File: src/rtl/demux_seq_pkg.sv
// Shared definitions for the demux switch sequencer: FSM state encoding and
// default sizing constants.
package demux_seq_pkg;

    typedef enum logic [1:0] {
        S_IDLE   = 2'd0,
        S_BLOCK  = 2'd1,
        S_DRAIN  = 2'd2,
        S_SWITCH = 2'd3
    } seq_state_e;

    localparam int DEF_OUTSTANDING_W = 8;
    localparam int DEF_DRAIN_TIMEOUT = 1024;

endpackage

File: src/rtl/pkt_outstanding_counter.sv
// Counts packets between the demux input and its outputs: +1 per input tlast,
// -1 per output tlast, saturating at max and clamping at zero with an underflow flag.
module pkt_outstanding_counter #(
    parameter int M_COUNT = 2,
    parameter int COUNT_W = 8
) (
    input  logic               clk,
    input  logic               srst,
    input  logic               inc,
    input  logic [M_COUNT-1:0] dec,
    input  logic               clear,
    output logic [COUNT_W-1:0] count,
    output logic [COUNT_W-1:0] count_next,
    output logic               underflow
);

    localparam int DEC_W = $clog2(M_COUNT + 1);
    localparam int EXT_W = ((COUNT_W > DEC_W) ? COUNT_W : DEC_W) + 1;
    localparam logic [EXT_W-1:0] COUNT_MAX = EXT_W'({COUNT_W{1'b1}});

    logic [COUNT_W-1:0] count_reg;
    logic [DEC_W-1:0]   dec_cnt;
    logic [EXT_W-1:0]   sum_ext;
    logic [EXT_W-1:0]   dec_ext;
    logic [EXT_W-1:0]   diff_ext;

    always_comb begin
        dec_cnt = '0;
        for (int i = 0; i < M_COUNT; i++) begin
            dec_cnt = dec_cnt + DEC_W'(dec[i]);
        end
    end

    // Work one bit wider than either operand so both the saturation and the
    // underflow cases are visible before truncation.
    always_comb begin
        sum_ext    = EXT_W'(count_reg) + EXT_W'(inc);
        dec_ext    = EXT_W'(dec_cnt);
        diff_ext   = sum_ext - dec_ext;
        underflow  = 1'b0;
        count_next = diff_ext[COUNT_W-1:0];
        if (sum_ext < dec_ext) begin
            underflow  = 1'b1;
            count_next = '0;
        end else if (diff_ext > COUNT_MAX) begin
            count_next = COUNT_MAX[COUNT_W-1:0];
        end
    end

    always_ff @(posedge clk) begin
        if (srst || clear) begin
            count_reg <= '0;
        end else begin
            count_reg <= count_next;
        end
    end

    assign count = count_reg;

endmodule

File: src/rtl/demux_switch_sequencer.sv
// Sequences a safe demux select change: block input at a packet boundary, drain
// in-flight packets, then switch. Optional statistics under SWITCH_SEQ_STATS_EN.
module demux_switch_sequencer
    import demux_seq_pkg::*;
#(
    parameter int M_COUNT       = 2,
    parameter int SELECT_SIZE   = $clog2(M_COUNT),
    parameter int OUTSTANDING_W = DEF_OUTSTANDING_W,
    parameter int DRAIN_TIMEOUT = DEF_DRAIN_TIMEOUT
) (
    input  logic                   axis_aclk,
    input  logic                   axis_areset,
    input  logic                   req_valid,
    input  logic [SELECT_SIZE-1:0] req_select,
    output logic                   req_ready,
    input  logic                   in_tvalid,
    input  logic                   in_tready,
    input  logic                   in_tlast,
    input  logic [M_COUNT-1:0]     out_tvalid,
    input  logic [M_COUNT-1:0]     out_tready,
    input  logic [M_COUNT-1:0]     out_tlast,
    output logic                   in_hold,
    output logic [SELECT_SIZE-1:0] select,
    output logic                   done,
    output logic                   busy,
    output logic                   timeout_err,
    output logic                   underflow_err,
    input  logic                   err_clear,
    output logic [15:0]            switch_count,
    output logic [15:0]            timeout_count
);

    localparam int TIMER_W = $clog2(DRAIN_TIMEOUT + 1);
    localparam logic [TIMER_W-1:0] TIMER_LAST = TIMER_W'(DRAIN_TIMEOUT - 1);

    localparam logic [1:0] ST_IDLE   = 2'(S_IDLE);
    localparam logic [1:0] ST_BLOCK  = 2'(S_BLOCK);
    localparam logic [1:0] ST_DRAIN  = 2'(S_DRAIN);
    localparam logic [1:0] ST_SWITCH = 2'(S_SWITCH);

    logic [1:0]             state_reg, state_next;
    logic [SELECT_SIZE-1:0] latched_reg;
    logic [SELECT_SIZE-1:0] select_reg;
    logic                   done_reg;
    logic                   mid_pkt_reg;
    logic [TIMER_W-1:0]     timer_reg;
    logic                   timeout_err_reg;
    logic                   underflow_err_reg;
    logic                   timeout_hit;
    logic                   accept;
    logic                   in_hs;
    logic [M_COUNT-1:0]     dec_vec;
    logic [OUTSTANDING_W-1:0] count_next;
    logic [OUTSTANDING_W-1:0] count_unused;
    logic                   underflow;

    assign in_hs  = in_tvalid && in_tready;
    assign accept = req_valid && req_ready;

    for (genvar gi = 0; gi < M_COUNT; gi++) begin : g_dec
        assign dec_vec[gi] = out_tvalid[gi] & out_tready[gi] & out_tlast[gi];
    end

    pkt_outstanding_counter #(
        .M_COUNT (M_COUNT),
        .COUNT_W (OUTSTANDING_W)
    ) u_counter (
        .clk        (axis_aclk),
        .srst       (axis_areset),
        .inc        (in_hs && in_tlast),
        .dec        (dec_vec),
        .clear      (timeout_hit),
        .count      (count_unused),
        .count_next (count_next),
        .underflow  (underflow)
    );

    always_comb begin
        state_next  = state_reg;
        timeout_hit = 1'b0;
        case (state_reg)
            ST_IDLE:   if (req_valid) state_next = ST_BLOCK;
            ST_BLOCK:  if (!mid_pkt_reg) state_next = ST_DRAIN;
            ST_DRAIN: begin
                // A natural drain wins over a coincident timeout.
                if (count_next == '0) begin
                    state_next = ST_SWITCH;
                end else if (timer_reg == TIMER_LAST) begin
                    state_next  = ST_SWITCH;
                    timeout_hit = 1'b1;
                end
            end
            default:   state_next = ST_IDLE;
        endcase
    end

    always_ff @(posedge axis_aclk) begin
        if (axis_areset) begin
            state_reg         <= ST_IDLE;
            latched_reg       <= '0;
            select_reg        <= '0;
            done_reg          <= 1'b0;
            mid_pkt_reg       <= 1'b0;
            timer_reg         <= '0;
            timeout_err_reg   <= 1'b0;
            underflow_err_reg <= 1'b0;
        end else begin
            state_reg <= state_next;
            done_reg  <= (state_reg == ST_SWITCH);
            if (accept) begin
                latched_reg <= req_select;
            end
            if (state_reg == ST_SWITCH) begin
                select_reg <= latched_reg;
            end
            if (in_hs) begin
                mid_pkt_reg <= !in_tlast;
            end
            // Zero outside DRAIN, so the first DRAIN cycle always starts at 0.
            timer_reg <= (state_reg == ST_DRAIN) ? timer_reg + 1'b1 : '0;
            if (timeout_hit) begin
                timeout_err_reg <= 1'b1;
            end else if (err_clear) begin
                timeout_err_reg <= 1'b0;
            end
            if (underflow) begin
                underflow_err_reg <= 1'b1;
            end else if (err_clear) begin
                underflow_err_reg <= 1'b0;
            end
        end
    end

    assign req_ready     = (state_reg == ST_IDLE);
    assign busy          = (state_reg != ST_IDLE);
    assign in_hold       = ((state_reg == ST_BLOCK) && !mid_pkt_reg) ||
                           (state_reg == ST_DRAIN) || (state_reg == ST_SWITCH);
    assign select        = select_reg;
    assign done          = done_reg;
    assign timeout_err   = timeout_err_reg;
    assign underflow_err = underflow_err_reg;

`ifdef SWITCH_SEQ_STATS_EN
    logic [15:0] switch_count_reg;
    logic [15:0] timeout_count_reg;

    always_ff @(posedge axis_aclk) begin
        if (axis_areset) begin
            switch_count_reg  <= '0;
            timeout_count_reg <= '0;
        end else begin
            if (state_reg == ST_SWITCH) begin
                switch_count_reg <= switch_count_reg + 16'd1;
            end
            if (timeout_hit && (timeout_count_reg != 16'hFFFF)) begin
                timeout_count_reg <= timeout_count_reg + 16'd1;
            end
        end
    end

    assign switch_count  = switch_count_reg;
    assign timeout_count = timeout_count_reg;
`else
    assign switch_count  = 16'd0;
    assign timeout_count = 16'd0;
`endif

endmodule

File: config.mk
export PLATFORM = sky130hd
export DESIGN_NAME = demux_switch_sequencer
export DESIGN_NICKNAME = d
export VERILOG_FILES = /design/src/rtl/demux_seq_pkg.sv /design/src/rtl/pkt_outstanding_counter.sv /design/src/rtl/demux_switch_sequencer.sv
export SDC_FILE = /design/constraint.sdc
export NUM_CORES = 1
export LEC_CHECK = 0
export ABC_AREA = 1
export BUFFER_PORTS_ARGS = -buffer_cell sky130_fd_sc_hd__buf_2
export CORE_ASPECT_RATIO = 2
export CORE_UTILIZATION = 40
export CTS_CLUSTER_DIAMETER = 120
export DETAILED_ROUTE_END_ITERATION = 8
export SYNTH_ARGS = -nofsm -noshare
export SYNTH_HDL_FRONTEND = slang
export SYNTH_HIERARCHICAL = 1
export SYNTH_SLANG_ARGS = --single-unit
File: constraint.sdc
create_clock -name axis_aclk -period 7.2 [get_ports axis_aclk]
set_input_delay 0.72 -clock axis_aclk [delete_from_list [all_inputs] [get_ports axis_aclk]]
set_output_delay 0.72 -clock axis_aclk [all_outputs]
set_load 0.02 [all_outputs]
# ---- Yosys cells after proc, flatten, opt, wreduce, memory -nomap -nowiden
# Cells that the tools add are included.
dict set report totals {
  ff_bits 27
  wordCells 57
}
dict set report classes {
  n_addsub 4
  reduce_logical 16
  muxes 14
  n_lt_le_gt_ge 2
  bitwise 5
  n_eq_ne 7
}
# operator n
set op_table {}
lappend op_table {{$mux 8} 2}
lappend op_table {{$add 11x1->11 const B} 1}
lappend op_table {{$eq 11x10->1 const B} 1}
lappend op_table {{$add 8x1->9} 1}
lappend op_table {{$gt 9x8->1 const B} 1}
lappend op_table {{$lt 9x2->1} 1}
lappend op_table {{$sub 9x2->9} 1}
lappend op_table {{$logic_not 8->1} 1}
lappend op_table {{$mux 2} 4}
lappend op_table {{$mux 1} 7}
lappend op_table {{$pmux 2 s3} 1}
lappend op_table {{$reduce_bool 2->1} 3}
lappend op_table {{$and 1x1->1} 4}
lappend op_table {{$eq 2x2->1 const B} 2}
lappend op_table {{$logic_and 1x1->1} 4}
lappend op_table {{$ne 2x2->1 const B} 2}
lappend op_table {{$logic_or 1x1->1} 3}
lappend op_table {{$ne 3x3->1 const B} 1}
lappend op_table {{$reduce_and 3->1} 1}
lappend op_table {{$add 1x1->2} 1}
lappend op_table {{$eq 2x1->1 const B} 1}
lappend op_table {{$logic_not 1->1} 2}
lappend op_table {{$logic_not 2->1} 1}
lappend op_table {{$reduce_or 2->1} 1}
lappend op_table {{$not 1->1} 1}

# ---- Logic depth before layout (Yosys ltp)
dict set report logic_depth {
  depth_word 11
  mapped_depth 24
  depth_no_buf 23
}

# ---- By module
# The synthesis kept the hierarchy.
# module area_each_um2 instances cells_per_inst
set modules_own_cells {}
lappend modules_own_cells {demux_switch_sequencer 1154.9 1 163}
lappend modules_own_cells {pkt_outstanding_counter 824.5 1 129}

# ---- Worst setup path after synthesis
# No wires, ideal clock.
dict set report synth_path {
  path_type {input port to flip-flop}
  from {in in_tlast}
  to {reg u_counter.count_reg[3] (netlist: u_counter/count[3])}
  setup_slack_ps 3711
  setup_ps 63
  cell_stages 24
  t_arrival_ps 3426
  cell_sequence {and3_1 > ha_1 > ha_1 > inv_1 > fa_1 > inv_1 > nor2_4 > nand3_2 > nor2_4 > nand2_2 > nand2_2 > nand2_2 > nand2_1 > nand2_1 > inv_1 > inv_1 > nand2_1 > nor2_1 > nand2_1 > nand4_1 > inv_1 > or2_2 > buf_1 > nor2_2}
}
dict set report synth_via {
  elab_chain_cells 10
}
# item line
set synth_lines {}
lappend synth_lines {{from (decl)} demux_switch_sequencer.sv:18} ;# input logic in_tlast,
lappend synth_lines {{$logic_and 1x1->1 *} demux_switch_sequencer.sv:70} ;# .inc (in_hs && in_tlast),
lappend synth_lines {{$add 8x1->9 *} pkt_outstanding_counter.sv:37} ;# sum_ext = EXT_W'(count_reg) + EXT_W'(inc);
lappend synth_lines {{$sub 9x2->9} pkt_outstanding_counter.sv:39} ;# diff_ext = sum_ext - dec_ext;
lappend synth_lines {{$gt 9x8->1} pkt_outstanding_counter.sv:45} ;# end else if (diff_ext > COUNT_MAX) begin
lappend synth_lines {{$mux 8} pkt_outstanding_counter.sv:45}
lappend synth_lines {{$mux 8 *} pkt_outstanding_counter.sv:42} ;# if (sum_ext < dec_ext) begin
lappend synth_lines {{via count_next[4]} demux_switch_sequencer.sv:53} ;# logic [OUTSTANDING_W-1:0] count_next;
lappend synth_lines {{$logic_not 8->1 *} demux_switch_sequencer.sv:86} ;# if (count_next == '0) begin
lappend synth_lines {{$mux 1 *} demux_switch_sequencer.sv:86}
lappend synth_lines {{$mux 1 *} demux_switch_sequencer.sv:81} ;# case (state_reg)
lappend synth_lines {{via timeout_hit} demux_switch_sequencer.sv:49} ;# logic timeout_hit;
lappend synth_lines {{$logic_or 1x1->1 *} pkt_outstanding_counter.sv:51} ;# if (srst || clear) begin
lappend synth_lines {{to (signal assigned)} pkt_outstanding_counter.sv:54} ;# count_reg <= count_next;
lappend synth_lines {{to (decl)} pkt_outstanding_counter.sv:21} ;# logic [COUNT_W-1:0] count_reg;
# The timed path passes the listed nets; every way through them passes the cells marked *.
# A chain may end at the register's enable or synchronous reset.

# ---- Worst setup path after layout
dict set report layout_path {
  from {in in_tlast}
  to {reg u_counter.count_reg[6] (netlist: u_counter/count[6])}
}
# Same word-level chain as after synthesis.

==> impl_metrics.ini <==
[floorplan]
fp-row-count = 35
pin_count = 53
start_util_pct = 42.24
die_h_um = 101.5
die_x_um = 51.74
core_area_um2 = 4686
die_area_um2 = 5251

[critical_path]
critical-path-top-delay-family = simple AND/OR/NAND/NOR gates
cp-start-kind = primary input
regToRegEndpoint = u_counter/count[6]
required_ns = 7.40
path_cells = buf_2 -> and3_1 -> ha_1 -> ha_1 -> inv_1 -> fa_1 -> inv_1 -> nor2_4 -> nand3_2 -> nor2_4 -> nand2_2 -> nand2_2 -> nand2_2 -> nand2_1 -> nand2_1 -> inv_1 -> inv_1 -> nand2_1 -> nor2_1 -> nand2_1 -> nand4_1 -> inv_1 -> or2_2 -> nor2_1
crit_slowest_cell = fa_1
crit_type = in2reg
r2r_start = u_counter/count[0]
cp-end-kind = flip-flop
crit_fanout = 8
ff2ff_setup_slack_ns = 4.12
cpMostUsedCell = inv_1
slowest_delay_ns = 0.44
critPathBufInv = 6
rr_worst_depth = 22
crit_arrival_ns = 3.73

[pwr]
switching_share_pct = 48.50
seqPwrFrac_pct = 30.4
p_comb_share_pct = 57.6
power_density_nw_per_um2 = 336.4
clkPwrFrac_pct = 12.0
p_sw_mw = 0.3373
p_leak_nw = 1.067
intPower_mw = 0.3581
ir_drop_mv = 0.2283

[detailed_routing]
drtAntennaViolNets = 0
vias = 1648
detail_route.wl_per_cell_um = 10.17
wl_um = 3753
first_pass_iters = 6
detail_route.drc_violations = 0
viasPerCell = 4.466
drtIter0Drc = 29

[yosys]
synth_xor_area_share_pct = 1.770
postSynthCellCount = 292
ys_seq_area_share_pct = 27.31
ys_top_cells_by_area = dfxtp_1, buf_4, nand2_1, inv_1, nor2_1
post-synth-top-area-cell = dfxtp_1
yosys_warnings = 6
yosys.area_share.simple_pct = 35.15
synth_area_per_cell_um2 = 6.779
synth_fa_ha_area_share_pct = 7.332
netlist.area_leader.share_pct = 27.31
mappedNetlistArea_um2 = 1979
netlist-cell-type-count = 29
synth_top_family_by_area = simple AND/OR/NAND/NOR gates
synth_seq_cells = 27
synth_compound_area_share_pct = 6.448
muxShareOfSynthArea_pct = 0

[grt]
grt-busiest-layer = met2
grt_util_all_layers_pct = 15.38
grt.met3_usage_pct = 0.9009
grt_pass1_wl_um = 6237
gr-total-overflow = 0
grt_max_degree = 16
met1_usage_pct = 13.47
grt_pass1_vias = 1575
grtUsageMet2_pct = 33.27
antenna_found_initial = 0

[sta]
fin_tns_setup_ns = 0
setup_viol_count_final = 0
slew_viol_final = 0
hold_violations = 0
max_freq_ghz = 0.2840
final.setup_skew_ns = 0.002480
finalCriticalPeriod_ns = 3.522
min_period_over_period_pct = 48.91
rsz0062_at_grt = no

[finish]
fillCellCount = 506
fin_util_pct = 44.11
largest_reg_flops = 11
antenna_cells = 0
nets = 340
final_layout_size_suffix_gt1_share_pct = 17.20
areaGrowthSynthToFinish_pct = 4.425

[placed_design]
dp_hpwl_um = 3199
numPortBuffers = 20
gp_congestion = 0.8042

[clocking]
clock-sinks = 27
clkTransAtPathRegs_ns = 0.09
clk_latency_ns = 0.27
cts_made_buffers = 3
post_cts_resized = 0
clockBufferDepth = 2
cts_tree = done
post_cts_buffers = 0
ctsHoldBuffers = 0
cts-root-buf = clkbuf_8
htreeDepth = 1

[worst_hold_path]
min_from = latched_reg
hold_path_class = reg2reg
hold_end = latched_reg
hold_depth = 2

[job]
maxCapViolations = 0

[run_status]
outcome = completed
==> cells in the mapped netlist <==
| cell | n |
|---|---|
| buf_1 | 1 |
| nor2_4 | 3 |
| nand4_1 | 6 |
| xnor2_1 | 1 |
| inv_2 | 2 |
| nand2_2 | 8 |
| nand3_1 | 11 |
| nand3_2 | 3 |
| and3_1 | 3 |
| fa_1 | 1 |
| dfxtp_1 | 27 |
| nor3_1 | 3 |
| nand2_4 | 2 |
| nand2_1 | 57 |
| conb_1 | 1 |
| ha_1 | 10 |
| nor3b_2 | 1 |
| o21ai_1 | 2 |
| nor2_1 | 34 |
| a21oi_1 | 13 |
| or2_2 | 1 |
| o21ai_0 | 6 |
| xor2_1 | 3 |
| buf_4 | 32 |
| o21bai_1 | 2 |
| inv_1 | 48 |
| nor3_4 | 1 |
| nor2_2 | 9 |
| o211ai_1 | 1 |
==> layout make-up <==
type / instances / area [um2] / share of cell area [%]
clock buffers: 3 / 41.29 / 1.998
well taps: 55 / 68.82 / 3.329
inverters: 50 / 187.7 / 9.080
clock inverters: 1 / 5.005 / 0.2421
repair buffers: 20 / 100.1 / 4.843
flip-flops and latches: 27 / 540.5 / 26.15
multi-input cells: 213 / 1124 / 54.36
==> worst max path at each step <==
stage / start / end / slack [ns] / cells past startpoint
4_1_cts: in_tlast / u_counter/count[6] / 3.64 / 24
6_report: in_tlast / u_counter/count[6] / 3.68 / 24
5_1_grt: in_tlast / u_counter/count[2] / 3.38 / 24
3_3_place_gp: in_tlast / u_counter/count[5] / 3.42 / 24
2_1_floorplan: in_tlast / u_counter/count[3] / 3.71 / 24
3_5_place_dp: in_tlast / u_counter/count[6] / 3.37 / 24
==> per-layer routing <==
layer  routed length, um  vias to the layer above
li1                    -                      880
met1                1446                      735
met2                2175                       25
met3                  56                        8
met4                  75                        0
met5                   0                        -
==> worst reg2reg max path, cell delays in order, from the launching register on <==
cell and delay (ns):
dfxtp_1 0.31, ha_1 0.20, ha_1 0.30, inv_1 0.06, fa_1 0.44, inv_1 0.11
nor2_4 0.05, nand3_2 0.09, nor2_4 0.06, nand2_2 0.06, nand2_2 0.04, nand2_2 0.11
nand2_1 0.08, nand2_1 0.10, inv_1 0.05, inv_1 0.04, nand2_1 0.05, nor2_1 0.11
nand2_1 0.08, nand4_1 0.10, inv_1 0.04, or2_2 0.38, nor2_1 0.15
==> cell families (layout without fill, tap and decap cells) <==
group | Yosys count | in the layout
XOR/XNOR | 4 | 4
other | 1 | 32
AND/OR/NAND/NOR | 142 | 142
adder cells (fa/ha/maj) | 11 | 11
AO/OA/AOI/OAI | 24 | 24
flip-flops | 27 | 27
buffers and inverters | 83 | 74
==> cell usage in the layout, fill, tap and decap left out, types with 2 or more instances in the layout <==
master     n
nand4_1    6
nor2_4     3
inv_2      2
nor2_1    34
dfxtp_1   27
nand2_4    2
o21ai_1    2
o21bai_1   2
and3_1     3
buf_2     20
nand3_1   11
xor2_1     3
inv_1     48
nand2_1   57
clkbuf_8   3
ha_1      10
nor3_1     3
a21oi_1   13
conb_1    32
o21ai_0    6
nor2_2     9
nand3_2    3
nand2_2    8
==> power groups by stage <==
stage / combinational, mW / sequential [mW] / clock [mW]
final: 0.401 / 0.211 / 0.0834
after global routing: 0.465 / 0.217 / 0.0942
after CTS: 0.407 / 0.212 / 0.0879
after detailed placement: 0.404 / 0.216 / 0
after global placement: 0.400 / 0.215 / 0
after floorplan: 0.337 / 0.210 / 0
==> metrics by stage <==
step / area, um2 / power [mW] / hold slack, ns / setup slack (ns) / cells
global route: 2067 / 0.7758 / 0.4853 / 3.383 / 369
floorplan: 2096 / 0.5480 / 0.4295 / 3.711 / 323
CTS: 2067 / 0.7063 / 0.4684 / 3.645 / 369
global placement: 2021 / 0.6155 / 0.4496 / 3.419 / 365
detailed placement: 2021 / 0.6190 / 0.4537 / 3.373 / 365
finish: 2067 / 0.6954 / 0.4656 / 3.678 / 369
No activity file was read; power rests on OpenSTA's default activity.
